$ cat src/rtl/ysyx_23060072_pipe_ctrl_if.sv
// ============================================================================
// Module      : ysyx_23060072_pipe_ctrl_if
// Description : Hazard/stall handshake bundle between the pipeline and its
//               control FSM (pipeline = master, controller = slave).
// Revision    : 1.0 - initial release
// ============================================================================
`default_nettype none

interface ysyx_23060072_pipe_ctrl_if #(
    parameter int CNT_W = 16
);
    logic [4:0]       id_rs1_addr_i;
    logic [4:0]       id_rs2_addr_i;
    logic             id_has_rs1_i;
    logic             id_has_rs2_i;
    logic             ex_load_flag_i;
    logic [4:0]       ex_wb_reg_waddr_i;
    logic             jump_flag_i;
    logic             trap_flag_i;
    logic             if_valid_i;
    logic             lsu_req_i;
    logic             lsu_done_i;
    logic             multdiv_start_i;
    logic             multdiv_done_i;
    logic             if_hold_flag_o;
    logic             id_hold_flag_o;
    logic             ex_hold_flag_o;
    logic             clean_flag_o;
    logic             if_flush_o;
    logic [2:0]       state_o;
    logic [CNT_W-1:0] stall_cnt_o;

    modport master (
        output id_rs1_addr_i, id_rs2_addr_i, id_has_rs1_i, id_has_rs2_i,
               ex_load_flag_i, ex_wb_reg_waddr_i, jump_flag_i, trap_flag_i,
               if_valid_i, lsu_req_i, lsu_done_i, multdiv_start_i, multdiv_done_i,
        input  if_hold_flag_o, id_hold_flag_o, ex_hold_flag_o, clean_flag_o,
               if_flush_o, state_o, stall_cnt_o
    );

    modport slave (
        input  id_rs1_addr_i, id_rs2_addr_i, id_has_rs1_i, id_has_rs2_i,
               ex_load_flag_i, ex_wb_reg_waddr_i, jump_flag_i, trap_flag_i,
               if_valid_i, lsu_req_i, lsu_done_i, multdiv_start_i, multdiv_done_i,
        output if_hold_flag_o, id_hold_flag_o, ex_hold_flag_o, clean_flag_o,
               if_flush_o, state_o, stall_cnt_o
    );
endinterface

`default_nettype wire

$ cat src/rtl/ysyx_23060072_pipe_ctrl.sv
// ============================================================================
// Module      : ysyx_23060072_pipe_ctrl
// Description : Pipeline hazard controller: redirect flush/refill, memory and
//               mult/div wait stalls, load-use bubbles, stall-cycle counter.
// Revision    : 1.0 - initial release
// ============================================================================
`default_nettype none

module ysyx_23060072_pipe_ctrl #(
    parameter int CNT_W = 16
) (
    input  wire logic                    clk,
    input  wire logic                    rst_n,
    ysyx_23060072_pipe_ctrl_if.slave     bus
);

    typedef enum logic [2:0] {
        ST_RUN      = 3'd0,
        ST_MEM_WAIT = 3'd1,
        ST_MD_WAIT  = 3'd2,
        ST_REFILL   = 3'd3
    } state_t;

    localparam logic [CNT_W-1:0] c_CNT_MAX = '1;
    localparam logic [CNT_W-1:0] c_CNT_ONE = CNT_W'(1);

    state_t           r_state;
    state_t           w_state_nxt;
    logic [CNT_W-1:0] r_stall_cnt;

    logic w_if_hold;
    logic w_id_hold;
    logic w_ex_hold;
    logic w_clean;
    logic w_flush;
    logic w_load_use;
    logic w_any_stall;

    // A load writing x0 never creates a real dependency.
    assign w_load_use = bus.ex_load_flag_i && (bus.ex_wb_reg_waddr_i != 5'd0) &&
                        ((bus.id_has_rs1_i && (bus.id_rs1_addr_i == bus.ex_wb_reg_waddr_i)) ||
                         (bus.id_has_rs2_i && (bus.id_rs2_addr_i == bus.ex_wb_reg_waddr_i)));

    always_comb begin
        w_if_hold   = 1'b0;
        w_id_hold   = 1'b0;
        w_ex_hold   = 1'b0;
        w_clean     = 1'b0;
        w_flush     = 1'b0;
        w_state_nxt = ST_RUN;
        case (r_state)
            ST_RUN: begin
                if (bus.trap_flag_i || bus.jump_flag_i) begin
                    w_flush     = 1'b1;
                    w_clean     = 1'b1;
                    w_state_nxt = ST_REFILL;
                end else if (bus.lsu_req_i) begin
                    if (!bus.lsu_done_i) begin
                        w_if_hold   = 1'b1;
                        w_id_hold   = 1'b1;
                        w_ex_hold   = 1'b1;
                        w_state_nxt = ST_MEM_WAIT;
                    end
                end else if (bus.multdiv_start_i) begin
                    if (!bus.multdiv_done_i) begin
                        w_if_hold   = 1'b1;
                        w_id_hold   = 1'b1;
                        w_ex_hold   = 1'b1;
                        w_state_nxt = ST_MD_WAIT;
                    end
                end else if (w_load_use) begin
                    w_if_hold = 1'b1;
                    w_id_hold = 1'b1;
                    w_clean   = 1'b1;
                end
            end
            ST_MEM_WAIT: begin
                if (!bus.lsu_done_i) begin
                    w_if_hold   = 1'b1;
                    w_id_hold   = 1'b1;
                    w_ex_hold   = 1'b1;
                    w_state_nxt = ST_MEM_WAIT;
                end
            end
            ST_MD_WAIT: begin
                if (!bus.multdiv_done_i) begin
                    w_if_hold   = 1'b1;
                    w_id_hold   = 1'b1;
                    w_ex_hold   = 1'b1;
                    w_state_nxt = ST_MD_WAIT;
                end
            end
            ST_REFILL: begin
                if (!bus.if_valid_i) begin
                    w_flush     = 1'b1;
                    w_clean     = 1'b1;
                    w_state_nxt = ST_REFILL;
                end
            end
            default: w_state_nxt = ST_RUN;
        endcase
    end

    assign w_any_stall = w_if_hold || w_id_hold || w_ex_hold || w_clean;

    // Control outputs are squashed for the whole time reset is held low.
    assign bus.if_hold_flag_o = w_if_hold & rst_n;
    assign bus.id_hold_flag_o = w_id_hold & rst_n;
    assign bus.ex_hold_flag_o = w_ex_hold & rst_n;
    assign bus.clean_flag_o   = w_clean   & rst_n;
    assign bus.if_flush_o     = w_flush   & rst_n;
    assign bus.state_o        = r_state;
    assign bus.stall_cnt_o    = r_stall_cnt;

    always_ff @(posedge clk or negedge rst_n) begin
        if (!rst_n) begin
            r_state     <= ST_RUN;
            r_stall_cnt <= '0;
        end else begin
            r_state <= w_state_nxt;
            if (w_any_stall && (r_stall_cnt != c_CNT_MAX)) begin
                r_stall_cnt <= r_stall_cnt + c_CNT_ONE;
            end
        end
    end

endmodule

`default_nettype wire

$ cat src/flat_wrapper.sv
// flat-port wrapper written by rule: the top's interface ports become plain ports
module ysyx_23060072_pipe_ctrl_flat 
#(
    parameter int CNT_W = 16
)
  (clk, rst_n, bus_id_rs1_addr_i, bus_id_rs2_addr_i, bus_id_has_rs1_i, bus_id_has_rs2_i, bus_ex_load_flag_i, bus_ex_wb_reg_waddr_i, bus_jump_flag_i, bus_trap_flag_i, bus_if_valid_i, bus_lsu_req_i, bus_lsu_done_i, bus_multdiv_start_i, bus_multdiv_done_i, bus_if_hold_flag_o, bus_id_hold_flag_o, bus_ex_hold_flag_o, bus_clean_flag_o, bus_if_flush_o, bus_state_o, bus_stall_cnt_o);
  ysyx_23060072_pipe_ctrl_if #(.CNT_W(CNT_W)) bus_i ();
  input  wire logic clk;
  input  wire logic rst_n;
  input wire logic [$bits(bus_i.id_rs1_addr_i)-1:0] bus_id_rs1_addr_i;
  input wire logic [$bits(bus_i.id_rs2_addr_i)-1:0] bus_id_rs2_addr_i;
  input wire logic [$bits(bus_i.id_has_rs1_i)-1:0] bus_id_has_rs1_i;
  input wire logic [$bits(bus_i.id_has_rs2_i)-1:0] bus_id_has_rs2_i;
  input wire logic [$bits(bus_i.ex_load_flag_i)-1:0] bus_ex_load_flag_i;
  input wire logic [$bits(bus_i.ex_wb_reg_waddr_i)-1:0] bus_ex_wb_reg_waddr_i;
  input wire logic [$bits(bus_i.jump_flag_i)-1:0] bus_jump_flag_i;
  input wire logic [$bits(bus_i.trap_flag_i)-1:0] bus_trap_flag_i;
  input wire logic [$bits(bus_i.if_valid_i)-1:0] bus_if_valid_i;
  input wire logic [$bits(bus_i.lsu_req_i)-1:0] bus_lsu_req_i;
  input wire logic [$bits(bus_i.lsu_done_i)-1:0] bus_lsu_done_i;
  input wire logic [$bits(bus_i.multdiv_start_i)-1:0] bus_multdiv_start_i;
  input wire logic [$bits(bus_i.multdiv_done_i)-1:0] bus_multdiv_done_i;
  output wire logic [$bits(bus_i.if_hold_flag_o)-1:0] bus_if_hold_flag_o;
  output wire logic [$bits(bus_i.id_hold_flag_o)-1:0] bus_id_hold_flag_o;
  output wire logic [$bits(bus_i.ex_hold_flag_o)-1:0] bus_ex_hold_flag_o;
  output wire logic [$bits(bus_i.clean_flag_o)-1:0] bus_clean_flag_o;
  output wire logic [$bits(bus_i.if_flush_o)-1:0] bus_if_flush_o;
  output wire logic [$bits(bus_i.state_o)-1:0] bus_state_o;
  output wire logic [$bits(bus_i.stall_cnt_o)-1:0] bus_stall_cnt_o;
  assign bus_i.id_rs1_addr_i = bus_id_rs1_addr_i;
  assign bus_i.id_rs2_addr_i = bus_id_rs2_addr_i;
  assign bus_i.id_has_rs1_i = bus_id_has_rs1_i;
  assign bus_i.id_has_rs2_i = bus_id_has_rs2_i;
  assign bus_i.ex_load_flag_i = bus_ex_load_flag_i;
  assign bus_i.ex_wb_reg_waddr_i = bus_ex_wb_reg_waddr_i;
  assign bus_i.jump_flag_i = bus_jump_flag_i;
  assign bus_i.trap_flag_i = bus_trap_flag_i;
  assign bus_i.if_valid_i = bus_if_valid_i;
  assign bus_i.lsu_req_i = bus_lsu_req_i;
  assign bus_i.lsu_done_i = bus_lsu_done_i;
  assign bus_i.multdiv_start_i = bus_multdiv_start_i;
  assign bus_i.multdiv_done_i = bus_multdiv_done_i;
  assign bus_if_hold_flag_o = bus_i.if_hold_flag_o;
  assign bus_id_hold_flag_o = bus_i.id_hold_flag_o;
  assign bus_ex_hold_flag_o = bus_i.ex_hold_flag_o;
  assign bus_clean_flag_o = bus_i.clean_flag_o;
  assign bus_if_flush_o = bus_i.if_flush_o;
  assign bus_state_o = bus_i.state_o;
  assign bus_stall_cnt_o = bus_i.stall_cnt_o;
  ysyx_23060072_pipe_ctrl #(.CNT_W(CNT_W)) u_core (.clk(clk), .rst_n(rst_n), .bus(bus_i));
endmodule
$ cat config.mk
export PLATFORM = sky130hd
export DESIGN_NAME = ysyx_23060072_pipe_ctrl_flat
export DESIGN_NICKNAME = d
export VERILOG_FILES = /design/src/rtl/ysyx_23060072_pipe_ctrl_if.sv /design/src/rtl/ysyx_23060072_pipe_ctrl.sv /design/src/flat_wrapper.sv
export SDC_FILE = /design/constraint.sdc
export NUM_CORES = 1
export LEC_CHECK = 0
export CAP_MARGIN = 20
export CORE_MARGIN = 5
export CORE_UTILIZATION = 38
export CTS_BUF_LIST = sky130_fd_sc_hd__clkbuf_8 sky130_fd_sc_hd__clkbuf_16
export DETAILED_ROUTE_END_ITERATION = 16
export GPL_ROUTABILITY_DRIVEN = 0
export HOLD_SLACK_MARGIN = 0.15
export PLACE_DENSITY = 0.71
export RECOVER_POWER = 25
export SETUP_SLACK_MARGIN = 0.2
export SLEW_MARGIN = 10
export SYNTH_ARGS = -nofsm -noshare
export SYNTH_HDL_FRONTEND = slang
export SYNTH_SLANG_ARGS = --single-unit
$ cat constraint.sdc
create_clock -name clk -period 1.9 [get_ports clk]
set_input_delay 0.38 -clock clk [delete_from_list [all_inputs] [get_ports clk]]
set_output_delay 0.38 -clock clk [all_outputs]
set_load 0.005 [all_outputs]
==> reports/results.txt <==
Hold crit path type: flip-flop to flip-flop
Worst-path clk slew: 70 ps
Routed wl met2: 2.04 mm
Failing checks: negative setup slack
Hold path endpoint: u_core.bus.stall_cnt_o[9]
Setup crit end kind: flip-flop
Area Growth Syn to Fin: 79.3%
Final hold vios: 0
Most frequent cells in the layout: buf_4 (27), clkdlybuf4s50_1 (21), dlygate4sd2_1 (20)
First-pass GRT wire length: 6.06 mm
Initial antenna violation count: 0
TritonCTS clock tree: yes
Num Clock Sinks: 18
Min Tclk post-route: 2120 ps
Cts bufs inserted: 3
CTS Hold Bufs: 0
Commonest non-fill, non-tap cell in the layout: buf_4
Initial core utilization: 39.8%
HPWL Detailed: 2.75 mm
Critical path, cell by cell: buf_6 > ha_2 > nand2b_1 > a31oi_1 > buf_4 > buf_6 > a311oi_4 > a31oi_4 > buf_6 > buf_4 > a21oi_2 > a21oi_2
Worst IR Drop VDD: 0.450 mV
CTS max path bufs: 2
Mapped Area: 1220 sq um
Vias in the first global route: 1,418
Synth warn: 0
Placed cells: 245
Max cap viols: 0
Layout net count: 250
Top delay family on crit path: buffers and inverters
Non-Filler Instances: 261
CP max stage cell: dfrtp_1
Pins over their slew limit: 0
DR vias/cell: 5.09
Seq/Total Area, Yosys: 36.8%
Seq cells post-synth: 18
Async SR Flop Fraction: 100%
Largest net degree at the start of global routing: 19
CP max FO: 6
Setup slack after layout: -222 ps
Highest metal used: met4
Peak Freq: 471 MHz
Post-synth EDFFs: 0
Multi-input gate area: 871 sq um
# setup viols final: 21
Detail Route Antenna Nets: 0
Max-slew headroom: 33.3%
Gr usage total: 18.1%
Total grt overflow: 0
Die area: 4450 sq um
Most frequent CP cell: buf_6
Arr. time, crit path: 2260 ps
Worst stage delay on the critical path: 420 ps
Post-synth top flop: dfrtp_1
Register Area: 452 sq um
Syn_nets: 165
Critical Path Start Type: flip-flop
Cell Pwr Density: 1180 nW/um^2
Wl on met1: 1.53 mm
Post-Syn Area per Cell: 9.20 sq um
Drc violations: 0
Routed wl met3: 214 microns
Routed len/inst: 14.9 microns
Worst reg-to-reg path cell count: 12
Clock Latency Late Sink: 250 ps
H-Tree Level Count: 1
Pwr Total: 2.58 mW
Vias post-DR: 1,328
Actual slew at the worst max-slew pin: 1000 ps
I/O pin count: 51
Status: finished with violations
Mapped Cells: 133
CP Class: flip-flop to flip-flop
Worst hold path depth: 1
Worst r2r src: u_core.bus.state_o[0]
Total iterations of the first detailed-routing run: 4
CTS Root Cell: clkbuf_8
Buf/Inv on CP: 5
IO buf count: 49
# diodes: 0
R2R Path End: u_core.bus.stall_cnt_o[15]
Die H: 66.7 microns
Worst Clk Skew: 2.14 ps
Pleak: 0.964 nW
Layout fillers: 241
Netlist cell types: 33
Layout cells sized above 1: 37.3%
Total wire length: 3.89 mm
Final period util: 112%
Core area: 3080 sq um
Die X: 66.7 microns
RSZ-0062 raised after global routing: true
CP required: 2040 ps
DR iter-0 viols: 57
Site row count: 20
Worst Hold Launch: u_core.bus.stall_cnt_o[9]
DP Worst Slack: -757 ps
FF-to-FF setup slack: -220 ps
-- power by group --
part | internal (mW) | leakage (nW) | total [mW] | switching [mW]
sequential | 0.470 | 0.236 | 0.562 | 0.0922
clock | 0.184 | 0.0288 | 0.312 | 0.128
combinational | 0.976 | 0.699 | 1.71 | 0.734
total | 1.63 | 0.964 | 2.58 | 0.954
-- through the flow --
stage / hold slack [ps] / cell area, sq um / utilization [%] / setup TNS [ps]
floorplan: 84.4 / 1280 / - / 0
global placement: 482 / 1970 / 63.9 / -10970
detailed placement: 498 / 1970 / 63.9 / -11950
CTS: 497 / 2140 / 69.4 / -2400
global route: 530 / 2190 / 71.3 / -5490
finish: 496 / 2190 / 71.3 / -3300
-- synthesized netlist by cell type, drive strengths merged, types with 3 or more instances --
library cell	instances	share of area [%]
a31oi	4	3.3
nand3	12	4.9
a21oi	6	2.5
buf	4	2.6
ha	5	5.1
and3	8	4.2
inv	7	2.1
nand2	9	2.8
nor2	7	2.1
dfrtp	18	37
nor3	3	1.2
nand4	7	3.6
xnor2	22	16
-- how the worst max path moves through the flow --
stage,start,to,depth (start not counted)
final,u_core.bus.state_o[0],u_core.bus.stall_cnt_o[15],12
after CTS,u_core.bus.state_o[1],u_core.bus.stall_cnt_o[14],11
after global placement,bus_ex_wb_reg_waddr_i[4],bus_id_hold_flag_o,7
after global routing,u_core.bus.state_o[0],u_core.bus.stall_cnt_o[1],10
after floorplan,u_core.bus.state_o[0],u_core.bus.stall_cnt_o[1],8
after detailed placement,bus_ex_wb_reg_waddr_i[2],bus_if_hold_flag_o,7
-- metal layers --
| metal | GRT usage (%) | up-vias |
|---|---|---|
| met3 | 3.20 | 10 |
| met2 | 34.4 | 49 |
| met1 | 18.1 | 642 |
| li1 | - | 627 |
| met5 | 0 | - |
| met4 | 10.2 | 0 |
-- layout make-up --
class                           count  area share (%)
Tap cell                           44            2.51
Inverter                            7            1.20
Timing Repair Buffer               84            33.5
Sequential cell                    18            20.6
Clock buffer                        4            2.51
Multi-Input combinational cell    104            39.7
-- what timing repair did --
action                                  4_1_cts  5_1_grt
endpoints found under the setup margin       21       23
gates resized for setup                      66        7
setup buffers                                 7        4
pin swaps                                    29        6
cloned                                        1        0
-- registers in the layout (all words and copies together), names as in the netlist --
register,flops
u_core.bus.stall_cnt_o,16
u_core.bus.state_o,2
-- worst register-to-register path, cell delays in order, from the launching register on --
cell and delay [ps]:
dfrtp_1 420, buf_6 140, ha_2 190, nand2b_1 70, a31oi_1 100, buf_4 150, buf_6 110, a311oi_4 240
a31oi_4 110, buf_6 170, buf_4 130, a21oi_2 130, a21oi_2 40
-- logic make-up after synthesis --
kind of cell	after synthesis	share of synthesized area (%)
AOI/OAI and AO/OA	17	10.2
buffers and inverters	11	4.70
xor gates and xnor gates	22	15.7
and+or+nand+nor	57	24.9
other	1	0.306
adders and majority gates	5	5.11
DFF	18	36.8
muxes	2	2.15
Note: power is estimated with default switching activity, not from simulation.
